===== config.mk =====
export PLATFORM = sky130hd
export DESIGN_NAME = pipe_ctrl
export DESIGN_NICKNAME = d
export VERILOG_FILES = /design/src/rtl/pipe_ctrl.sv
export SDC_FILE = /design/constraint.sdc
export NUM_CORES = 1
export LEC_CHECK = 0
export ABC_AREA = 1
export BUFFER_PORTS_ARGS = -buffer_cell sky130_fd_sc_hd__buf_4
export CAP_MARGIN = 30
export CORE_MARGIN = 5
export CORE_UTILIZATION = 48
export CTS_BUF_LIST = sky130_fd_sc_hd__clkbuf_2
export DETAILED_ROUTE_END_ITERATION = 8
export HOLD_SLACK_MARGIN = 0.08
export PLACE_DENSITY = 0.72
export SYNTH_ARGS = -nofsm -noshare
export SYNTH_HDL_FRONTEND = slang
export SYNTH_SLANG_ARGS = --single-unit

===== constraint.sdc =====
create_clock -name clk -period 3.4 [get_ports clk]
set_clock_uncertainty 0.05 [all_clocks]
set_input_delay 0.34 -clock clk [delete_from_list [all_inputs] [get_ports clk]]
set_output_delay 0.34 -clock clk [all_outputs]
set_load 0.1 [all_outputs]

===== src/rtl/pipe_ctrl.sv =====
// rtl/pipe_ctrl.sv - pipeline stall/flush controller with stall counter and watchdog
module pipe_ctrl #(
    parameter logic [31:0]       EXC_VECTOR = 32'h0000_0020,
    parameter int                WDOG_W     = 16,
    parameter logic [WDOG_W-1:0] WDOG_LIMIT = 16'd1024
) (
    input  logic        clk,
    input  logic        rst,
    input  logic        stallreq_from_if,
    input  logic        stallreq_from_id,
    input  logic        stallreq_from_ex,
    input  logic        stallreq_from_mem,
    input  logic [31:0] excepttype_i,
    input  logic [31:0] cp0_epc_i,
    output logic [5:0]  stall,
    output logic        flush,
    output logic [31:0] new_pc,
    output logic        wdog_o,
    output logic [31:0] stall_cnt_o
);

    localparam logic [31:0] ERET_TYPE = 32'h0000_000e;

    typedef enum logic {S_RUN, S_FLUSH} state_t;

    state_t              r_state;
    state_t              w_state_nxt;
    logic                w_exc;
    logic                w_req;
    logic                w_wd_inc;
    logic [WDOG_W-1:0]   r_wd_cnt;
    logic [WDOG_W-1:0]   w_wd_nxt;

    assign w_req = stallreq_from_if | stallreq_from_id | stallreq_from_ex | stallreq_from_mem;

    always_comb begin
        w_state_nxt = r_state;
        w_exc       = 1'b0;
        stall       = 6'b000000;
        case (r_state)
            S_RUN: begin
                // An exception freezes everything so the faulting instruction never commits.
                if (excepttype_i != 32'd0) begin
                    w_exc       = 1'b1;
                    stall       = 6'b111111;
                    w_state_nxt = S_FLUSH;
                end else if (stallreq_from_mem) begin
                    stall = 6'b011111;
                end else if (stallreq_from_ex) begin
                    stall = 6'b001111;
                end else if (stallreq_from_id || stallreq_from_if) begin
                    stall = 6'b000111;
                end
            end
            S_FLUSH: begin
                w_state_nxt = S_RUN;
            end
            default: begin
                w_state_nxt = S_RUN;
            end
        endcase
    end

    assign flush = (r_state == S_FLUSH);

    assign w_wd_inc = (r_state == S_RUN) && !w_exc && w_req;

    always_comb begin
        w_wd_nxt = '0;
        if (w_wd_inc) begin
            w_wd_nxt = (r_wd_cnt == {WDOG_W{1'b1}}) ? r_wd_cnt : r_wd_cnt + 1'b1;
        end
    end

    always_ff @(posedge clk or posedge rst) begin
        if (rst) begin
            r_state     <= S_RUN;
            new_pc      <= 32'd0;
            r_wd_cnt    <= '0;
            wdog_o      <= 1'b0;
            stall_cnt_o <= 32'd0;
        end else begin
            r_state  <= w_state_nxt;
            r_wd_cnt <= w_wd_nxt;
            if (w_exc) begin
                new_pc <= (excepttype_i == ERET_TYPE) ? cp0_epc_i : EXC_VECTOR;
            end
            if (w_wd_inc && (w_wd_nxt >= WDOG_LIMIT)) begin
                wdog_o <= 1'b1;
            end
            if (stall[0]) begin
                stall_cnt_o <= stall_cnt_o + 32'd1;
            end
        end
    end

endmodule


Yosys cells after proc, flatten, opt, wreduce, memory -nomap -nowiden
Index checks and enable logic that the tools add are counted.
{"block": "classes", "n_bitwise": 4, "magnitude_cmp": 1, "reduce_logical": 6, "eq_ne": 2, "addsub": 2, "muxes": 11}
{"cell": "$add A32 B1 Y32 const B", "n": 1}
{"cell": "$eq A32 B4 Y1 const B", "n": 1}
{"cell": "$mux W16", "n": 2}
{"cell": "$mux W32", "n": 1}
{"cell": "$reduce_bool A32 Y1", "n": 1}
{"cell": "$add A16 B1 Y16 const B", "n": 1}
{"cell": "$eq A16 B16 Y1 const B", "n": 1}
{"cell": "$ge A16 B11 Y1 const B", "n": 1}
{"cell": "$mux W6", "n": 2}
{"cell": "$mux W5", "n": 1}
{"cell": "$mux W4", "n": 1}
{"cell": "$logic_and A1 B1 Y1", "n": 3}
{"cell": "$mux W3", "n": 1}
{"cell": "$or A1 B1 Y1", "n": 3}
{"cell": "$mux W1", "n": 2}
{"cell": "$pmux W1 S2", "n": 1}
{"cell": "$logic_not A1 Y1", "n": 1}
{"cell": "$logic_or A1 B1 Y1", "n": 1}
{"cell": "$not A1 Y1", "n": 1}
{"block": "totals", "register_bits": 82, "output_inout_bits": 72, "word_cells": 31, "inputBits": 70}

Logic depth before layout (Yosys ltp)
{"block": "depth", "word_depth": 9, "ltp_mapped": 10, "depth_no_buf": 10}

Worst setup path after synthesis
Ideal clock, no wire load.
{"block": "synth_path", "path_kind": "register to output", "startpoint": "reg r_state, in the netlist flush", "endpoint": "out stall[3]", "t_required_ns": 3.010, "path_slack_ns": 0.645, "path_stages_with_launch": 2, "arrival_ns": 2.365, "path_buffers": 0, "cell_sequence": "dfrtp_1 > a21oi_1"}
{"block": "synth_between", "elab_chain_cells": 1}
{"element": "start: declaration", "line": "26", "rtl": "state_t r_state;"}
{"element": "start signal: assignment", "line": "83", "rtl": "r_state <= w_state_nxt;"}
{"element": "$mux W6", "line": "40", "rtl": "case (r_state)"}
{"element": "end: declaration", "line": "15", "rtl": "output logic [5:0] stall,"}
No other way between the ends.

Final worst setup path
{"block": "layout_path", "startpoint": "reg r_state, in the netlist flush", "endpoint": "out stall[2]"}
Same word-level chain as after synthesis.

==> summary.md <==
| Metric | Value |
|---|---|
| Fillers | 779 |
| Clock power share | between 30% and 40% |
| Vias | around 4400 |
| GR Overflow Total | 0 |
| FP Rows | 35 |
| Largest net degree at the start of global routing | between 40 and 50 |
| Post-synthesis instance area | 4400 um2 |
| Mean post-synth cell area | 7.32 um2 |
| Vias in the first global route | about 4500 |
| All-layer global routing usage | between 20% and 30% |
| Max Clock Freq | approximately 0.42 GHz |
| DRC | 0 |
| Cell Chain, Critical Path | inv_1, nand2_1, nand2_2, buf_4 |
| Post-synthesis cell count | between 600 and 700 |
| Syn Nets | a little under 700 |
| Static leakage | between 3 and 4 nW |
| Sw frac | 22.9% |
| Critical path buffer and inverter count | 2 |
| Area of the die | approximately 11000 um2 |
| HPWL after DPL | slightly above 9000 um |
| Die X | about 110 um |
| DR WL met2 | 6030 um |
| Dpl ws | 1.09 ns |
| Mux share of post-synthesis cell area | 0% |
| GP Congestion | 0.967 |
| Post-route cell area | ~6000 um2 |
| Worst-Skew Late Latency | approximately 0.51 ns |
| Crit Path Max Fanout | 18 |
| Final Hold Fails | 0 |
| Htree depth | 3 |
| Slowest cell on crit path | dfrtp_1 |
| Status | completed |
| Detail Route Antenna Nets | 0 |
| Final Cycle Share | between 70 and 80% |
| Crit Reg-Reg Startpoint | r_wd_cnt[1]$_DFF_PP0_ |
| Final min period | about 2.4 ns |
| Simple-gate portion of the synthesized area | between 30% and 40% |
| Sink Count | 82 |
| Slew margin rel. | between 40% and 50% |
| Postcts setup bufs | 0 |
| TritonCTS clock tree | yes |
| Drt first-iter violations | 200 |
| Comb pwr share | 7.3% |
| Register bit total from synthesis | 82 |
| Layout Cells excl Fill | about 890 |
| Pre-antenna DRT Iters | 5 |
| Xor/xnor share of the synthesized area | between 5 and 6% |
| Pwr Total | ~1.7 mW |
| Via density | approximately 5 |
| First-pass GRT wire length | between 20000 and 25000 um |
| NetSw | approximately 0.39 mW |
| CP Launch Type | flop |
| Fraction of layout cells with a size suffix above 1 | 22.6% |
| Met3 routed WL | around 1000 um |
| Main combinational cell family by area after synthesis | simple AND/OR/NAND/NOR gates |
| Peak VDD IR | about 0.18 mV |
| CTS buffer count | 9 |
| Clk buf depth | 2 |
| Compound-cell area share of the yosys netlist | 5.63% |
| Final WL | 12500 um |
| CP endpoint kind | output port |
| Delay-heaviest family, CP | buffers and inverters |
| R2R cell count | 10 |
| # nets final | roughly 850 |
| Core Area | ~9100 um2 |
| Sequential fraction of the synthesis area | between 40% and 50% |
| Adder-Cell Fraction of Synth Area | less than 1% |
| Path type of the worst setup path | reg -> out |
| Final Setup Violations | 0 |
| Commonest non-fill, non-tap cell in the layout | nand2_1 |
| Ys Warns | 0 |
| Max incr delay on CP | around 0.47 ns |
| RSZ-0062 raised after global routing | no |
| Worst-Margin Slew | just under 0.8 ns |
| Critical Path AT | approximately 2 ns |
| DRT met1 WL | 5290 um |
| Count of cell types in the netlist | 31 |
| Cell area after placement | 5570 um2 |
| I/O pin count | 142 |
| Synth area leaders | dfrtp_1 (47%), nand2_1 (19%), nor2_1 (5.9%) |
| Initial antenna violation count | 1 |
| RR Endpoint | r_wd_cnt[8]$_DFF_PP0_ |
| Slew Limit Fails | 0 |
| Die Height | 106 um |
| Tightest Hold Check Type | in -> async |
| PD cells | approximately 280 nW/um2 |
| Share of power burned in registers | a little under 60% |
| Final TNS setup | 0 ns |
| Port Buf Inserts | 141 |
| Clock Tree Root | clkbuf_2 |
| Synthesis-to-layout area growth | 37.3% |
| Cell Int Power | roughly 1.3 mW |
| Worst Slack Setup Final | just over 1 ns |
| Leading area contributor after synthesis | dfrtp_1 |
| Placed cells | approximately 840 |
| Clock transition at path regs | about 0.25 ns |
| Area share of the largest cell type after synthesis | 46.6% |
| Top Layer Used | met4 |
| Reg2Reg Setup Slack | roughly 1.5 ns |
| Most frequent cells in the layout | nand2_1 (225), buf_4 (146), dfrtp_1 (82) |
| Initial Util | between 40% and 50% |
| MaxCap Viol Count | 0 |
| Data required, critical path | around 3 ns |
| Wire length per cell | roughly 14 um |
-- cell type report --
type	instances	area [um2]	area share (%)
sequential	82	2050	34.0
tap	111	139	2.30
clock inverter	6	91.3	1.51
multi-input combinational	436	2020	33.4
antenna	1	2.50	0.0414
timing repair buffer	179	1430	23.6
clock buffer	10	50.0	0.828
inverter	69	260	4.31
-- how the worst max path moves through the flow --
stage                                start  cells past startpoint        to
after global placement    excepttype_i[15]                      9  stall[5]
after global routing       flush$_DFF_PP0_                      4  stall[2]
after floorplan            flush$_DFF_PP0_                      1  stall[3]
final                      flush$_DFF_PP0_                      4  stall[2]
after CTS                  flush$_DFF_PP0_                      4  stall[2]
after detailed placement  excepttype_i[15]                      9  stall[5]
-- registers in the layout, indices dropped and copies added (netlist names) --
name / count
flush: 1
wdog_o: 1
r_wd_cnt: 16
new_pc: 32
stall_cnt_o: 32
-- synthesized netlist by cell type, drive strengths merged --
master	count
ha	2
buf	7
a21oi	10
nand3b	1
nand2	227
a31oi	2
nand4	10
clkbuf	7
nand3	27
xnor2	4
nor3b	1
and2	1
o21ai	25
inv	68
o21a	1
dfrtp	82
xor2	23
nor3	26
nor2	71
o21bai	1
a211oi	1
nor4	1
and3	2
clkinv	1
-- per-layer routing --
layer,GRT usage (%),up-vias
li1,-,2216
met1,30.7,1993
met2,38.8,180
met3,5.27,22
met4,7.77,0
met5,0,-
-- metrics by stage --
| step | util, % | hold WS, ns |
|---|---|---|
| 3_5_place_dp | 61.1 | 0.420 |
| 4_1_cts | 66.3 | 0.396 |
| 3_3_place_gp | 61.1 | 0.414 |
| 6_report | 66.3 | 0.406 |
| 2_1_floorplan | - | 0.400 |
| 5_1_grt | 66.3 | 0.416 |
-- power groups by stage --
stage          clock (mW)  sequential (mW)  combinational (mW)
5_1_grt             0.649            0.978               0.137
3_5_place_dp            0            0.994              0.0930
6_report            0.588            0.977               0.124
4_1_cts             0.605            0.977               0.123
3_3_place_gp            0            0.994              0.0918
2_1_floorplan           0            0.994              0.0215
-- kinds of logic after synthesis --
kind of cell | count (synthesis)
AO/OA/AOI/OAI | 40
AND/OR/NAND/NOR | 367
buffers and inverters | 83
adder cells (fa/ha/maj) | 2
XOR/XNOR | 27
flip-flops | 82
-- worst reg2reg max path: stages, from the launching register on --
cell and delay, ns:
dfrtp_1 0.44, ha_1 0.22, inv_1 0.08, nor2_2 0.19, nand2_1 0.11, clkinv_1 0.10
nand3b_2 0.19, inv_1 0.17, nor2_1 0.07, o21ai_0 0.14, a21oi_1 0.06
-- timing repair --
item | 4_1_cts | 5_1_grt
hold buffers | 33 | 0
hold endpoints to repair | 77 | 0
resized for setup | 0 | 0
Note: power is estimated with default switching activity, not from simulation.
